===== src/rtl/bldc_speed_pkg.sv =====
// bldc_speed_pkg
//   Shared definitions for the BLDC speed measurement path: FSM state
//   encoding, default widths and the edge-count saturation value.
package bldc_speed_pkg;

   typedef enum logic [1:0] {
      ST_IDLE   = 2'd0,
      ST_GATE   = 2'd1,
      ST_SETTLE = 2'd2,
      ST_LATCH  = 2'd3
   } state_t;

   localparam int CNT_W_DEF   = 8;
   localparam int RPM_W_DEF   = 10;
   localparam int CNT_MAX_DEF = 200;

endpackage


===== src/rtl/hall_edge_det.sv =====
// hall_edge_det
//   Synchronises the three asynchronous hall inputs and flags every cycle in
//   which the synchronised vector differs from its value one cycle earlier.
// Ports
//   clk    in   system clock
//   rst_n  in   asynchronous active-low reset
//   hall   in   [2:0] raw hall inputs
//   chg    out  one-cycle pulse per synchronised hall-state change
module hall_edge_det #(
   parameter int SYNC_STAGES = 2
) (
   input  logic       clk,
   input  logic       rst_n,
   input  logic [2:0] hall,
   output logic       chg
);

   logic [SYNC_STAGES-1:0][2:0] sync_q;
   logic [2:0]                  prev_q;

   always_ff @(posedge clk or negedge rst_n) begin
      if (!rst_n) begin
         sync_q <= '0;
         prev_q <= '0;
      end else begin
         sync_q <= {sync_q[SYNC_STAGES-2:0], hall};
         prev_q <= sync_q[SYNC_STAGES-1];
      end
   end

   assign chg = (sync_q[SYNC_STAGES-1] != prev_q);

endmodule


===== src/rtl/speed_meas_ctrl.sv =====
// speed_meas_ctrl
//   Counts hall-state changes over a fixed gate window, snapshots the count
//   into the external count->rpm table and registers the table result.
//   Optional macro SPEED_AVG_EN: rpm is the truncated mean of the current and
//   previous table samples (first sample after IDLE is passed through).
// Ports
//   clk, rst_n   clock, asynchronous active-low reset
//   en           measurement enable (level)
//   hall[2:0]    raw hall inputs
//   lut_addr     registered table address (count snapshot)
//   lut_data     table output, combinational from lut_addr
//   rpm          registered speed result
//   rpm_valid    one-cycle pulse when rpm/overrange update
//   overrange    last completed window saturated at CNT_MAX
//   busy         high whenever the FSM is not IDLE
module speed_meas_ctrl
   import bldc_speed_pkg::*;
#(
   parameter int GATE_CYCLES = 12_500_000,
   parameter int CNT_MAX     = CNT_MAX_DEF,
   parameter int CNT_W       = CNT_W_DEF,
   parameter int RPM_W       = RPM_W_DEF,
   parameter int SYNC_STAGES = 2
) (
   input  logic             clk,
   input  logic             rst_n,
   input  logic             en,
   input  logic [2:0]       hall,
   output logic [CNT_W-1:0] lut_addr,
   input  logic [RPM_W-1:0] lut_data,
   output logic [RPM_W-1:0] rpm,
   output logic             rpm_valid,
   output logic             overrange,
   output logic             busy
);

   localparam int TMR_W = $clog2(GATE_CYCLES);

   state_t            state_q, state_d;
   logic [TMR_W-1:0]  timer_q;
   logic [CNT_W-1:0]  cnt_q, cnt_inc;
   logic              ovr_next_q;
   logic              hall_chg;
   logic              win_end, snap, upd;
   logic [RPM_W-1:0]  rpm_nxt;

   hall_edge_det #(.SYNC_STAGES(SYNC_STAGES)) u_edge (
      .clk   (clk),
      .rst_n (rst_n),
      .hall  (hall),
      .chg   (hall_chg)
   );

   assign win_end = (timer_q == TMR_W'(GATE_CYCLES - 1));
   // count including this cycle's change, held at CNT_MAX
   assign cnt_inc = (hall_chg && cnt_q != CNT_W'(CNT_MAX)) ? cnt_q + CNT_W'(1) : cnt_q;
   assign snap    = en && (state_q == ST_GATE) && win_end;
   // lut_addr is stable for the whole SETTLE cycle, so the table output is
   // captured on the SETTLE->LATCH edge and rpm_valid is high during LATCH.
   assign upd     = en && (state_q == ST_SETTLE);
   assign busy    = (state_q != ST_IDLE);

   always_ff @(posedge clk or negedge rst_n) begin
      if (!rst_n) state_q <= ST_IDLE;
      else        state_q <= state_d;
   end

   always_comb begin
      state_d = state_q;
      if (!en) state_d = ST_IDLE;
      else begin
         case (state_q)
            ST_IDLE:   state_d = ST_GATE;
            ST_GATE:   if (win_end) state_d = ST_SETTLE;
            ST_SETTLE: state_d = ST_LATCH;
            ST_LATCH:  state_d = ST_GATE;
            default:   state_d = ST_IDLE;
         endcase
      end
   end

   // Timer and counter run through SETTLE/LATCH: those cycles already belong
   // to the next window.
   always_ff @(posedge clk or negedge rst_n) begin
      if (!rst_n) begin
         timer_q    <= '0;
         cnt_q      <= '0;
         lut_addr   <= '0;
         ovr_next_q <= 1'b0;
      end else if (!en || state_q == ST_IDLE) begin
         timer_q <= '0;
         cnt_q   <= '0;
      end else if (snap) begin
         timer_q    <= '0;
         cnt_q      <= '0;
         lut_addr   <= cnt_inc;
         ovr_next_q <= (cnt_inc == CNT_W'(CNT_MAX));
      end else begin
         timer_q <= win_end ? '0 : timer_q + TMR_W'(1);
         cnt_q   <= cnt_inc;
      end
   end

`ifdef SPEED_AVG_EN
   logic [RPM_W-1:0] prev_q;
   logic             have_prev_q;

   assign rpm_nxt = have_prev_q
                  ? RPM_W'(({1'b0, lut_data} + {1'b0, prev_q}) >> 1)
                  : lut_data;

   always_ff @(posedge clk or negedge rst_n) begin
      if (!rst_n) begin
         prev_q      <= '0;
         have_prev_q <= 1'b0;
      end else if (state_q == ST_IDLE) begin
         prev_q      <= '0;
         have_prev_q <= 1'b0;
      end else if (upd) begin
         prev_q      <= lut_data;
         have_prev_q <= 1'b1;
      end
   end
`else
   assign rpm_nxt = lut_data;
`endif

   always_ff @(posedge clk or negedge rst_n) begin
      if (!rst_n) begin
         rpm       <= '0;
         overrange <= 1'b0;
         rpm_valid <= 1'b0;
      end else begin
         rpm_valid <= upd;
         if (upd) begin
            rpm       <= rpm_nxt;
            overrange <= ovr_next_q;
         end
      end
   end

endmodule


===== config.mk =====
export PLATFORM = sky130hd
export DESIGN_NAME = speed_meas_ctrl
export DESIGN_NICKNAME = d
export VERILOG_FILES = /design/src/rtl/bldc_speed_pkg.sv /design/src/rtl/hall_edge_det.sv /design/src/rtl/speed_meas_ctrl.sv
export SDC_FILE = /design/constraint.sdc
export NUM_CORES = 1
export LEC_CHECK = 0
export CAP_MARGIN = 20
export CELL_PAD_IN_SITES_DETAIL_PLACEMENT = 1
export CELL_PAD_IN_SITES_GLOBAL_PLACEMENT = 1
export CORE_ASPECT_RATIO = 0.9
export CORE_MARGIN = 1
export CORE_UTILIZATION = 40
export CTS_CLUSTER_DIAMETER = 80
export CTS_CLUSTER_SIZE = 10
export DETAILED_ROUTE_END_ITERATION = 6
export PLACE_DENSITY_LB_ADDON = 0.1
export SLEW_MARGIN = 20
export SYNTH_ARGS = -nofsm -noshare
export SYNTH_HDL_FRONTEND = slang
export SYNTH_SLANG_ARGS = --single-unit

===== constraint.sdc =====
create_clock -name clk -period 5 [get_ports clk]
set_clock_uncertainty 0.1 [all_clocks]
set_input_delay 1 -clock clk [delete_from_list [all_inputs] [get_ports clk]]
set_output_delay 1 -clock clk [all_outputs]
set_load 0.005 [all_outputs]

* Word-level counts from Yosys, hierarchy flattened *
Index checks and enable logic that the tools add are counted.

word-level totals
  memories = 0
  memory bits (read-only) = 0
  input port bits = 16
  output and inout bits = 21
  word-level logic and storage cells = 41
  latch bits = 0
  bits in writable memories = 0
  register bits after elaboration = 64

operators by class
  eq/ne operators = 8
  reduce and logical (&&, ||, !) cells = 10
  bitwise logic cells = 1
  divide/modulo/power cells = 0
  magnitude comparators = 0
  shifts and indexed selects = 0
  $mul = 0
  mux-type cells = 9
  add/sub/neg operators = 2

operator list
  cell                     count
  $mux W24                 3
  $add A24 B1 Y24 const B  1
  $eq A24 B24 Y1 const B   1
  $mux W8                  3
  $add A8 B1 Y8 const B    1
  $eq A8 B8 Y1 const B     1
  $ne A8 B8 Y1 const B     1
  $pmux W2 S3              1
  $eq A2 B2 Y1 const B     2
  $logic_and A1 B1 Y1      4
  $mux W2                  2
  $ne A3 B3 Y1             1
  $ne A3 B3 Y1 const B     1
  $eq A2 B1 Y1 const B     1
  $logic_not A2 Y1         1
  $reduce_and A2 Y1        1
  $reduce_bool A2 Y1       1
  $reduce_or A2 Y1         1
  $logic_not A1 Y1         1
  $logic_or A1 B1 Y1       1
  $not A1 Y1               1

* Longest topological paths before layout *
  word-level depth = 5
  gate-level depth with buffers = 7
  gate-level depth less buffers = 7

* By module *
A second synthesis with hierarchy kept.

second synthesis, totals
  cell total of the unflattened synthesis = 263
  area, all modules = 2961.6 um^2

by module, submodules not included
  module           cells an instance  area each (um^2)  instances  sequential area each (um^2)
  speed_meas_ctrl  250                2705.1            1          1376.3
  hall_edge_det    13                 256.5             1          225.2

* Worst setup path after synthesis *
OpenSTA, ideal clock, no wires.

  path kind = input-to-reg
  start = input port en
  end = register rpm[0]
  path buffers = 1
  stages = 3
  arrival = 1.786 ns
  path slack = 2.989 ns
  library setup time = 0.125 ns
  data required time = 4.775 ns
  cell sequence = nand2_1 > clkbuf_1 > mux2_2

on the way
  longest elaborated chain between the ends = 1

RTL lines
  element                 line                    RTL
  start: declaration      speed_meas_ctrl.sv:27   input logic en,
  $logic_and A1 B1 Y1     speed_meas_ctrl.sv:60   assign upd = en && (state_q == ST_SETTLE);
  end signal: assignment  speed_meas_ctrl.sv:136  rpm <= rpm_nxt;
  end: declaration        speed_meas_ctrl.sv:31   output logic [RPM_W-1:0] rpm,

No other way between the ends.
A chain may end at the register's enable or synchronous reset.

* Worst setup path after layout *
  start = register timer_q[0]
  end = register timer_q[14]

on the way
  longest elaborated chain between the ends = 4
  elaborated cells on any way between the ends = 6
  those cells by class = 1 x add/sub; 1 x eq/ne; 3 x mux; 1 x reduce/logical

RTL lines
  element                                            line                                          RTL
  start: declaration                                 speed_meas_ctrl.sv:40                         logic [TMR_W-1:0] timer_q;
  start signal: assignment                           speed_meas_ctrl.sv:99                         timer_q <= win_end ? '0 : timer_q + TMR_W'(1);
  $add A24 B1 Y24 or $eq A24 B24 Y1 (tied branches)  speed_meas_ctrl.sv:99, speed_meas_ctrl.sv:54
  $mux W24 or $logic_and A1 B1 Y1 (tied branches)    speed_meas_ctrl.sv:99, speed_meas_ctrl.sv:57
  $mux W24 (*)                                       speed_meas_ctrl.sv:93                         end else if (snap) begin
  $mux W24 (*)                                       speed_meas_ctrl.sv:90                         end else if (!en || state_q == ST_IDLE) begin

Mark *: on every way between the ends. The rest lies on a longest branch, timed or not.

==> run metrics <==
reg-to-reg setup timing slack=2.27 ns; instance count after placement with tap cells included=390; Hold EP=u_edge.sync_q[4]$_DFF_PN0_; total number of yosys warnings=0; final setup violation count=0; final critical-path required period=2.732 ns; Max transition margin=0.3216; TritonCTS buffer count=9; fin worst setup slack=around 2.3 ns; FF-to-FF Start=timer_q[0]$_DFF_PN0_; floorplan row count=29; Antenna diodes=0; LEAKAGE=between 1.5 and 2 nW; largest net degree at the start of global routing=44; share of the yosys chip area belonging to registers=0.5399; CP Capture Type=flip-flop; estimated wirelength of the detail-placed design=approximately 4400 um; fraction of layout cells with a size suffix above 1=0.1374; Starting DRT DRC Count=73; final antenna-violating net count=0; depth of the worst register-to-register path=6; Total Negative Setup Slacks=0 ns; Bufs on Longest Clock Path=2; commonest non-fill, non-tap cells in the layout=dfrtp_1 (64), clkdlybuf4s50_1 (35), nor2_1 (33), nand2_1 (21), xnor2_1 (20); post-synthesis net count=~290; fill cell count=a little over 800; beginning of the worst hold path=u_edge.sync_q[1]$_DFF_PN0_; die boundary height=between 80 and 90 um; Max FO, Critical Path=23; max-slew violation count=0; Die Width=slightly above 90 um; element type at the critical path start=flip-flop; global-route total usage across every layer=0.1805; critical path type=flip-flop to flip-flop; cell types occupying the most area after synthesis=dfrtp_1 (54%), xnor2_1 (5.9%), mux2_2 (4.6%); average detailed-routed wire length per instance=14.78 um; ratio of total power to cell area=around 370 nW/um^2; via count of the first global-routing pass=around 2,300; Async S/R FF share, synth=1.000; clock tree from TritonCTS=done; number of optimization iterations in the first detailed-route pass=4; Max IR drop VDD=between 200 and 250 uV; total area of sequential cells=1602 um^2; worst min-delay path category=flip-flop to flip-flop; Yosys cell types=45; clock root buffer master=clkbuf_8; final count of hold timing violations=0; cell area after synthesis=2967 um^2; average cell area after synthesis=11.19 um^2; area share of the leading cell type in the synthesized netlist=0.5399; Crit path arrival time=approximately 2.8 ns; post-route fraction of the period consumed by the critical path=0.5463; number of nets in the final layout=about 330; Slew @ Worst Pin=1.018 ns; run status=finished clean; Placement Setup Slack=2.089 ns; starting density of the core=0.4171; count of non-filler cells in the finished layout=slightly above 400; clk sink count=64; wire length of the first global-routing pass=around 11,000 um; number of instances resized during post-cts repair=0; count of flip-flops with a built-in enable after synthesis=0; WL final=around 6000 um; post-synthesis to final-layout area growth=21.59%; antenna violations before repair=0; number of setup buffers added after CTS=0; achievable clock frequency=366.1 MHz; area inside the core boundary=7112 um^2; hold depth=0; count of state elements after synthesis=64; total congestion overflow after global routing=0; via count normalized by instance count=slightly above 5; CP Data Required Time=5.07 ns; combined area of the multi-input logic cells=approximately 1300 um^2; H-tree depth reported by CTS=3; count of hold buffers inserted by post-cts repair=0; most frequent standard cell in the layout excluding fill and tap cells=dfrtp_1; DR DRC count=0; total vias in the final route=2,047; Gate Count Post-Synth=between 200 and 300; R2R Path End=timer_q[14]$_DFF_PN0_; clock latency reported for the late side of the worst-skew pair=~0.34 ns; largest area contributor in the netlist=dfrtp_1; num ports=37; setup repair after global routing missed its margin=false; clock-pin slew on the worst setup and hold paths=about 0.070 ns; Max Cap Violations=0; port bufs=36; die area=between 7000 and 8000 um^2; Main synth FF type=dfrtp_1; Final Wtd Congestion=roughly 0.7
[registers in the layout (all words and copies together), names as in the netlist]
signal / flops
cnt_q: 8
lut_addr: 8
overrange: 1
ovr_next_q: 1
rpm: 10
rpm_valid: 1
state_q: 2
timer_q: 24
u_edge.prev_q: 3
u_edge.sync_q: 6
[cells by family after synthesis]
| kind of cell | after synthesis | share of synthesized area |
|---|---|---|
| AND/OR/NAND/NOR | 114 | 0.2231 |
| flip-flops | 64 | 0.5399 |
| XOR/XNOR | 29 | 0.08562 |
| AO/OA/AOI/OAI | 20 | 0.03964 |
| multiplexers | 16 | 0.05905 |
| buffers and inverters | 15 | 0.02320 |
| adder cells (fa/ha/maj) | 7 | 0.02952 |
[how the worst max path moves through the flow]
stage,to,slack (ns),startpoint
after floorplan,rpm[0]$_DFFE_PN0P_,2.99,en
after global placement,lut_addr[3]$_DFFE_PN0P_,2.13,en
after detailed placement,lut_addr[3]$_DFFE_PN0P_,2.09,en
after CTS,timer_q[14]$_DFF_PN0_,2.23,timer_q[0]$_DFF_PN0_
after global routing,timer_q[14]$_DFF_PN0_,2.01,timer_q[0]$_DFF_PN0_
final,timer_q[14]$_DFF_PN0_,2.27,timer_q[0]$_DFF_PN0_
[metal layers]
metal / GRT usage / share of wire
met1: 0.2333 / 0.47
met2: 0.2714 / 0.47
met3: 0.06740 / 0.048
met4: 0.07552 / 0.011
met5: 0 / 0
[layout make-up]
cell class / count / area share
multi-input combinational: 186 / 0.3593
clock buffer: 12 / 0.04579
timing repair buffer: 37 / 0.1006
tap: 93 / 0.03226
sequential: 64 / 0.4440
inverter: 10 / 0.01041
clock inverter: 4 / 0.007631
[critical path, stage by stage (launching register included)]
cell,delay [ns]
dfrtp_1,0.38
ha_1,0.21
nand4_1,0.28
nor4_1,0.44
and2_1,0.24
nand2b_1,0.80
nor2_1,0.11
[cell usage after synthesis, types with 2 or more instances]
master,count
nor2_2,3
a21oi_1,3
nand4_1,6
mux2_2,12
xor2_1,9
and3_1,6
nor2_1,33
nor4_4,3
and2b_1,2
inv_1,10
nand2b_1,2
clkbuf_1,2
mux2i_1,4
and3_2,2
and4_1,2
ha_1,7
xnor2_1,20
a31oi_1,4
nor4b_1,2
nand2_1,21
dfrtp_1,64
nand3_1,9
nor3_1,5
and4b_1,2
o21ai_0,9
nor4_1,3
or3_1,2
[power breakdown]
| group | internal, mW | switching, mW |
|---|---|---|
| Clock | 0.220 | 0.203 |
| Combinational | 0.164 | 0.137 |
| Sequential | 0.579 | 0.0354 |
| Total | 0.963 | 0.376 |
[through the flow]
step	utilization	instance area (um^2)	power [mW]	hold WS, ns
after floorplan	-	2967	0.7707	0.2312
after CTS	0.5072	3607	1.365	0.2559
after global placement	0.4801	3415	0.9166	0.2324
after global routing	0.5072	3607	1.416	0.2673
after detailed placement	0.4801	3415	0.9305	0.2373
final	0.5072	3607	1.339	0.2543
Note: power is estimated with default switching activity, not from simulation.
